==> src/rtl/lw_hmac_seq.sv <==
// rtl/lw_hmac_seq.sv - HMAC / plain-SHA sequencer around an external streaming SHA-2 core
module lw_hmac_seq #(
  parameter int WORD_W       = 32,
  parameter int BLOCK_WORDS  = 16,
  parameter int DIGEST_WORDS = 8,
  parameter int KCNT_W       = $clog2(BLOCK_WORDS + 1)
) (
  input  logic                           clk_i,
  input  logic                           rst_i,
  input  logic                           start_i,
  input  logic                           mode_i,
  input  logic                           reuse_key_i,
  input  logic [KCNT_W-1:0]              key_words_i,
  input  logic [WORD_W-1:0]              key_i,
  input  logic                           key_valid_i,
  output logic                           key_ready_o,
  input  logic [WORD_W-1:0]              data_i,
  input  logic                           data_valid_i,
  input  logic                           data_last_i,
  output logic                           data_ready_o,
  input  logic                           abort_i,
  output logic                           core_start_o,
  output logic [WORD_W-1:0]              core_data_o,
  output logic                           core_valid_o,
  output logic                           core_last_o,
  input  logic                           core_ready_i,
  output logic                           core_abort_o,
  input  logic                           core_done_i,
  input  logic [DIGEST_WORDS*WORD_W-1:0] core_digest_i,
  output logic [DIGEST_WORDS*WORD_W-1:0] hash_o,
  output logic                           done_o,
  output logic                           busy_o,
  output logic                           key_loaded_o,
  output logic                           err_o
);

  localparam int CNT_W = (BLOCK_WORDS > 1) ? $clog2(BLOCK_WORDS) : 1;
  localparam int DIG_W = DIGEST_WORDS * WORD_W;
  localparam logic [WORD_W-1:0] IPAD     = {(WORD_W/8){8'h36}};
  localparam logic [WORD_W-1:0] OPAD     = {(WORD_W/8){8'h5c}};
  localparam logic [CNT_W-1:0]  BLK_LAST = CNT_W'(BLOCK_WORDS - 1);
  localparam logic [CNT_W-1:0]  DIG_LAST = CNT_W'(DIGEST_WORDS - 1);

  typedef enum logic [2:0] {
    ST_IDLE, ST_KEY_LOAD, ST_IKEY, ST_MSG, ST_WAIT_I, ST_OKEY, ST_ODIG, ST_WAIT_O
  } state_t;

  state_t              state_q, state_d;
  logic                mode_q;
  logic [KCNT_W-1:0]   key_len_q;
  logic [CNT_W-1:0]    wcnt_q;
  logic                entry_q;
  logic [WORD_W-1:0]   key_q [BLOCK_WORDS];
  logic [DIG_W-1:0]    dig_q;
  logic [DIG_W-1:0]    hash_q;
  logic                key_loaded_q;
  logic                done_q;
  logic                err_q;

  logic                key_len_ok;
  logic                start_err;
  logic                adv;
  logic                aborting;
  logic                key_acc;
  logic [WORD_W-1:0]   pad_word;

  assign key_len_ok = (key_words_i != '0) && (key_words_i <= KCNT_W'(BLOCK_WORDS));
  assign aborting   = abort_i && (state_q != ST_IDLE);
  assign key_acc    = (state_q == ST_KEY_LOAD) && key_valid_i && !abort_i;

  always_comb begin
    state_d      = state_q;
    start_err    = 1'b0;
    adv          = 1'b0;
    key_ready_o  = 1'b0;
    data_ready_o = 1'b0;
    core_valid_o = 1'b0;
    core_data_o  = '0;
    core_last_o  = 1'b0;
    core_start_o = 1'b0;
    core_abort_o = aborting;
    pad_word     = key_q[wcnt_q] ^ ((state_q == ST_OKEY) ? OPAD : IPAD);

    case (state_q)
      ST_IDLE: begin
        if (start_i) begin
          if (!mode_i)          state_d = ST_MSG;
          else if (reuse_key_i) begin
            if (key_loaded_q)   state_d = ST_IKEY;
            else                start_err = 1'b1;
          end
          else if (key_len_ok)  state_d = ST_KEY_LOAD;
          else                  start_err = 1'b1;
        end
      end
      ST_KEY_LOAD: begin
        key_ready_o = 1'b1;
        adv         = key_valid_i;
        if (key_valid_i && ((KCNT_W'(wcnt_q) + KCNT_W'(1)) == key_len_q))
          state_d = ST_IKEY;
      end
      ST_IKEY, ST_OKEY: begin
        core_valid_o = 1'b1;
        core_data_o  = pad_word;
        core_start_o = entry_q;
        adv          = core_ready_i;
        if (core_ready_i && (wcnt_q == BLK_LAST))
          state_d = (state_q == ST_IKEY) ? ST_MSG : ST_ODIG;
      end
      ST_MSG: begin
        core_data_o  = data_i;
        core_valid_o = data_valid_i;
        core_last_o  = data_last_i;
        data_ready_o = core_ready_i;
        core_start_o = entry_q && !mode_q;
        if (data_valid_i && core_ready_i && data_last_i)
          state_d = mode_q ? ST_WAIT_I : ST_WAIT_O;
      end
      ST_WAIT_I: begin
        if (core_done_i) state_d = ST_OKEY;
      end
      ST_ODIG: begin
        // Captured digest shifts out MS word first.
        core_valid_o = 1'b1;
        core_data_o  = dig_q[DIG_W-1 -: WORD_W];
        core_last_o  = (wcnt_q == DIG_LAST);
        adv          = core_ready_i;
        if (core_ready_i && (wcnt_q == DIG_LAST)) state_d = ST_WAIT_O;
      end
      ST_WAIT_O: begin
        if (core_done_i) state_d = ST_IDLE;
      end
      default: state_d = ST_IDLE;
    endcase

    if (aborting) state_d = ST_IDLE;
  end

  always_ff @(posedge clk_i) begin
    if (rst_i) begin
      state_q      <= ST_IDLE;
      mode_q       <= 1'b0;
      key_len_q    <= '0;
      wcnt_q       <= '0;
      entry_q      <= 1'b0;
      dig_q        <= '0;
      hash_q       <= '0;
      key_loaded_q <= 1'b0;
      done_q       <= 1'b0;
      err_q        <= 1'b0;
      for (int i = 0; i < BLOCK_WORDS; i++) key_q[i] <= '0;
    end else begin
      state_q <= state_d;
      entry_q <= (state_d != state_q);
      done_q  <= 1'b0;
      err_q   <= start_err;

      if (state_d != state_q) wcnt_q <= '0;
      else if (adv)           wcnt_q <= wcnt_q + CNT_W'(1);

      if (state_q == ST_IDLE && start_i) begin
        mode_q    <= mode_i;
        key_len_q <= key_words_i;
      end

      // A fresh key load wipes the old key so short keys are zero filled.
      if (state_q == ST_IDLE && state_d == ST_KEY_LOAD) begin
        key_loaded_q <= 1'b0;
        for (int i = 0; i < BLOCK_WORDS; i++) key_q[i] <= '0;
      end

      if (key_acc) begin
        key_q[wcnt_q] <= key_i;
        if (state_d == ST_IKEY) key_loaded_q <= 1'b1;
      end

      if (state_q == ST_WAIT_I && state_d == ST_OKEY) dig_q <= core_digest_i;
      if (state_q == ST_ODIG && core_ready_i && !abort_i) dig_q <= dig_q << WORD_W;

      if (state_q == ST_WAIT_O && core_done_i && !abort_i) begin
        hash_q <= core_digest_i;
        done_q <= 1'b1;
      end
    end
  end

  assign hash_o       = hash_q;
  assign done_o       = done_q;
  assign err_o        = err_q;
  assign key_loaded_o = key_loaded_q;
  assign busy_o       = (state_q != ST_IDLE);

endmodule

==> config.mk <==
export PLATFORM = sky130hd
export DESIGN_NAME = lw_hmac_seq
export DESIGN_NICKNAME = d
export VERILOG_FILES = /design/src/rtl/lw_hmac_seq.sv
export SDC_FILE = /design/constraint.sdc
export NUM_CORES = 2
export LEC_CHECK = 0
export BUFFER_PORTS_ARGS = -buffer_cell sky130_fd_sc_hd__buf_2
export CAP_MARGIN = 20
export CORE_MARGIN = 2
export CORE_UTILIZATION = 45
export DETAILED_ROUTE_END_ITERATION = 7
export PLACE_DENSITY = 0.63
export SYNTH_ARGS = -nofsm -noshare
export SYNTH_HDL_FRONTEND = slang
export SYNTH_SLANG_ARGS = --single-unit
==> constraint.sdc <==
create_clock -name clk_i -period 5.2 [get_ports clk_i]
set_clock_uncertainty 0.05 [all_clocks]
set_input_delay 0.26 -clock clk_i [delete_from_list [all_inputs] [get_ports clk_i]]
set_output_delay 0.26 -clock clk_i [all_outputs]
set_load 0.05 [all_outputs]
Yosys cells after proc, flatten, opt, wreduce, memory -nomap -nowiden
Memory sizes are Yosys's and may differ from the RTL's. A register that Yosys moved wholly into a read port is not among the register bits.
Index checks and enable logic that the tools add are counted.
{"block": "word_totals", "n_memories": 1, "word_cells": 139, "ramBits": 512, "out_inout_bits": 298, "inputBits": 336, "ff_bits": 529}
{"block": "op_classes", "n_bitwise": 20, "add_sub_neg": 2, "n_eq_ne": 14, "n_lt_le_gt_ge": 1, "n_mux": 61, "n_reduce_logical": 29}
{"memory": "key_q", "depth": 16, "width": 32, "read_ports": 1, "rd_clocked_by_memory_dff": 1, "write_ports": 16, "line": "53", "source": "logic [WORD_W-1:0] key_q [BLOCK_WORDS];"}
{"cell": "$mux 32", "count": 17}
{"cell": "$mux 256", "count": 2}
{"cell": "$pmux 32 s3", "count": 1}
{"cell": "$mux 3", "count": 13}
{"cell": "$reduce_or 32->1", "count": 1}
{"cell": "$xor 32x31->32", "count": 1}
{"cell": "$mux 31", "count": 1}
{"cell": "$pmux 3 s7", "count": 1}
{"cell": "$mux 1", "count": 18}
{"cell": "$logic_and 1x1->1", "count": 17}
{"cell": "$or 1x1->1", "count": 16}
{"cell": "$eq 3x3->1 const B", "count": 5}
{"cell": "$mux 4", "count": 3}
{"cell": "$eq 3x2->1 const B", "count": 3}
{"cell": "$pmux 1 s2", "count": 4}
{"cell": "$eq 3x1->1 const B", "count": 2}
{"cell": "$reduce_or 2->1", "count": 3}
{"cell": "$add 4x1->5 const B", "count": 1}
{"cell": "$eq 5x5->1", "count": 1}
{"cell": "$le 5x5->1 const B", "count": 1}
{"cell": "$reduce_bool 5->1", "count": 1}
{"cell": "$add 4x1->4 const B", "count": 1}
{"cell": "$eq 4x3->1 const B", "count": 1}
{"cell": "$eq 4x4->1 const B", "count": 1}
{"cell": "other kinds (9)", "count": 12}

Longest topological paths before layout
{"block": "depth", "depth_word": 15, "mapped_depth": 11, "depth_no_buf": 8}

Worst setup path before layout
No wires, ideal clock.
{"block": "synth_timing", "path_kind": "register to register", "start": "register state_q[0]", "end": "memory key_q[13][0], enable pin", "synth_period_minus_slack_ps": 4052, "n_path_buf": 1, "stages_incl_launch_ff": 6, "setup_ps": 466, "arrival_time_ps": 3536, "required_time_ps": 4684, "path_slack_ps": 1148, "path_cell_list": "dfxtp_1 buf_2 nand2b_1 nor4_2 nand2_1 o21ai_0"}
{"element": "from (decl)", "line": "48", "source": "state_t state_q, state_d;"}
{"element": "from (signal assigned)", "line": "153", "source": "state_q <= state_d;"}
{"element": "to (decl)", "line": "53"}

==> flow_summary.yaml <==
outcome:
  status: "finished, final reports clean"
yosys:
  ys_top_cells_by_area: "edfxtp_1, dfxtp_1, nand2_1"
  yosys.area.top_type: "edfxtp_1"
  yosysWarnings: 0
  synth_seq_cells: 1045
  netlist_area_mm2: 0.0444
  synth-edff-count: 512
  yosysSeqAreaShare_pct: 58.6
  yosys_most_used_dff: "dfxtp_1"
  synthCells: 4182
  syn_nets: 4522
  synth.distinct_cells: 54
  synth_top_area_share_pct: 34.6
  syn_area_per_cell_um2: 10.6
  async_reset_ff_share_pct: 0
grt:
  use_met2_pct: 46.5
  grt_max_degree: 237
  grtUsageTotal_pct: 29.9
  grtUsageMet3_pct: 6.68
  use_met1_pct: 40.2
  grt_pass1_wl_um: 227000
  busiest_layer: "met2"
  grt_antenna_before_repair: 21
  grt_pass1_vias: 33800
  grt_overflow_total: 0
place:
  portBuffers: 633
  detailed_place_hpwl_um: 102000
  gp_congestion: 0.887
floorplanning:
  initial_core_util_pct: 45.3
  rows: 115
  dieHeight_um: 318
  die_area_mm2: 0.101
  die_x_um: 318
  io_pins: 634
  core_area_mm2: 0.0981
clock_network:
  cts_buffers: 109
  root_buffer: "clkbuf_16"
  cts_buffer_depth: 3
  cts_tree: "done"
  cts.sinks: 1045
  htree_levels: 3
  post_cts_buffers: 0
  clkTransAtPathRegs_ns: 0.06
  clkLatencyLatePin_ns: 0.71
final_layout:
  final_common_cell: "nand2_1"
  final_cell_mix: "nand2_1, buf_2, dfxtp_1"
  drive_gt1_share_pct: 21.3
  fin_util_pct: 56.1
  fin_nets: 5235
  area_delta_synth_final_pct: 24.0
drt:
  wl_per_cell_um: 24.8
  drt-initial-drc-count: 4480
  vias: 35500
  drc: 0
  ant_nets: 0
  drt-pass1-iter-count: 6
  wirelength_um: 155000
  vias_per_cell: 5.65
critical_path:
  worst-path-buf-inv: 2
  worstPathRequired_ns: 4.89
  cp-end-kind: "output pin"
  slowest_delay_ns: 0.71
  start_kind: "flip-flop"
  worst-path-max-fanout: 27
  path_depth: 8
  reg2reg_depth: 8
  path_class: "reg2out"
  path_delay_family: "compound AO/OA/AOI/OAI gates"
  cp.arrival_ns: 4.06
  crit_chain: "buf_4 -> mux4_2 -> mux2i_1 -> nand2_1 -> o21ai_0 -> o21ai_0 -> nand2_1 -> buf_2"
  cpMaxStageDelayCell: "dfxtp_4"
timing:
  hold_viol: 0
  period_minus_slack_ns: 4.37
  grt_setup_unrepaired: "false"
  finalSetupViolCount: 0
  worst-slew-pin-transition_ns: 1.21
  timing.fmax_mhz: 229
  setup_tns_ns: 0
  relSlewSlack_pct: 19.1
  final_max_slew_viol_count: 0
  finalCritPeriodShare_pct: 84.0
power_and_ir_drop:
  pwr_density_cell_mw_per_mm2: 337
  ir_drop_mv: 0.279
  power_leakage_nw: 21.1
min_path:
  worst_hold_path_type: "in2reg"
  holdPathStages: 2
run:
  cap_viol_max_count: 0
[area by class of cell]
cell class | count | area [um^2]
antenna | 7 | 17.5
clock buffer | 160 | 3200
clock inverter | 39 | 518
fill | 8256 | 43100
inverter | 11 | 41.3
multi-input combinational | 2753 | 17100
sequential | 1045 | 26100
tap | 1287 | 1610
timing repair buffer | 975 | 6570
[registers in the layout (all words and copies together), names as in the netlist, named ones only]
name,flops
key_loaded_o,1
entry_q,1
dig_q,256
state_q,3
key_q,512
key_len_q,5
mode_q,1
wcnt_q,4
hash_o,256
done_o,1
err_o,1
[power breakdown]
group          switching (mW)  leakage [nW]  internal, mW
clock                    3.35          1.82          4.71
combinational           0.886          9.55         0.532
sequential              0.103          9.71          8.97
total                    4.34          21.1          14.2
[synth_stat cells (all sizes together), types with 7 or more instances]
master  count
dfxtp     533
mux2i      25
a311oi    224
nor3       12
buf        78
nand2    1091
mux4      152
mux2        8
and2      514
clkbuf    295
nand2b     10
nand3       7
a31oi      32
nor2      245
a21oi     303
edfxtp    512
o21ai      39
inv        11
nor3b      34
nor4        7
[what timing repair did]
item	4_1_cts	5_1_grt
resized for setup	0	0
hold endpoints to repair	701	0
hold buffers	285	0
setup endpoints to repair	0	0
[kinds of logic after synthesis]
kind of cell	after synthesis	synth area share, %
AND/OR/NAND/NOR	1936	19.8
flip-flops	1045	58.6
AO/OA/AOI/OAI	619	9.14
buffers and inverters	384	3.63
multiplexers	185	8.47
XOR/XNOR	9	0.177
adder cells (fa/ha/maj)	4	0.113
[per-stage QoR]
stage / cell area (um^2) / power (mW) / worst slack (ns) / cells / hold slack (ns)
3_5_place_dp: 48500 / 10.5 / 1.45 / 5786 / 0.393
2_1_floorplan: 44400 / 9.85 / 1.15 / 4182 / 0.335
6_report: 55100 / 18.5 / 0.834 / 6277 / 0.0317
5_1_grt: 55100 / 19.0 / 0.575 / 6275 / 0.0282
3_3_place_gp: 48500 / 10.5 / 1.46 / 5786 / 0.389
4_1_cts: 55100 / 18.6 / 0.789 / 6270 / 0.000733
[final timing paths]
check | from | to | slack [ns]
hold / removal | key_i[26] | key_q[14][26] | 0.03
setup / recovery | flip-flop | core_data_o[26] | 0.83
hold reg to reg | hash_o[203] | hash_o[203] | 0.40
setup reg to reg | wcnt_q[0] | key_q[2][19] | 1.43
[worst register-to-register path, stage by stage (launching register included)]
cell	delay, ns
dfxtp_1	0.44
ha_1	0.37
xor2_1	0.11
o32a_1	0.29
a211oi_1	0.47
a21boi_1	0.29
a21oi_4	0.20
buf_4	0.39
nand2b_2	0.65
[per-layer routing]
metal / up-vias / share of wire, %
met5: - / 0.10
met4: 26 / 4.6
met3: 371 / 9.1
met2: 1748 / 46
met1: 17300 / 40
li1: 16000 / -
Note: power is estimated with default switching activity, not from simulation.
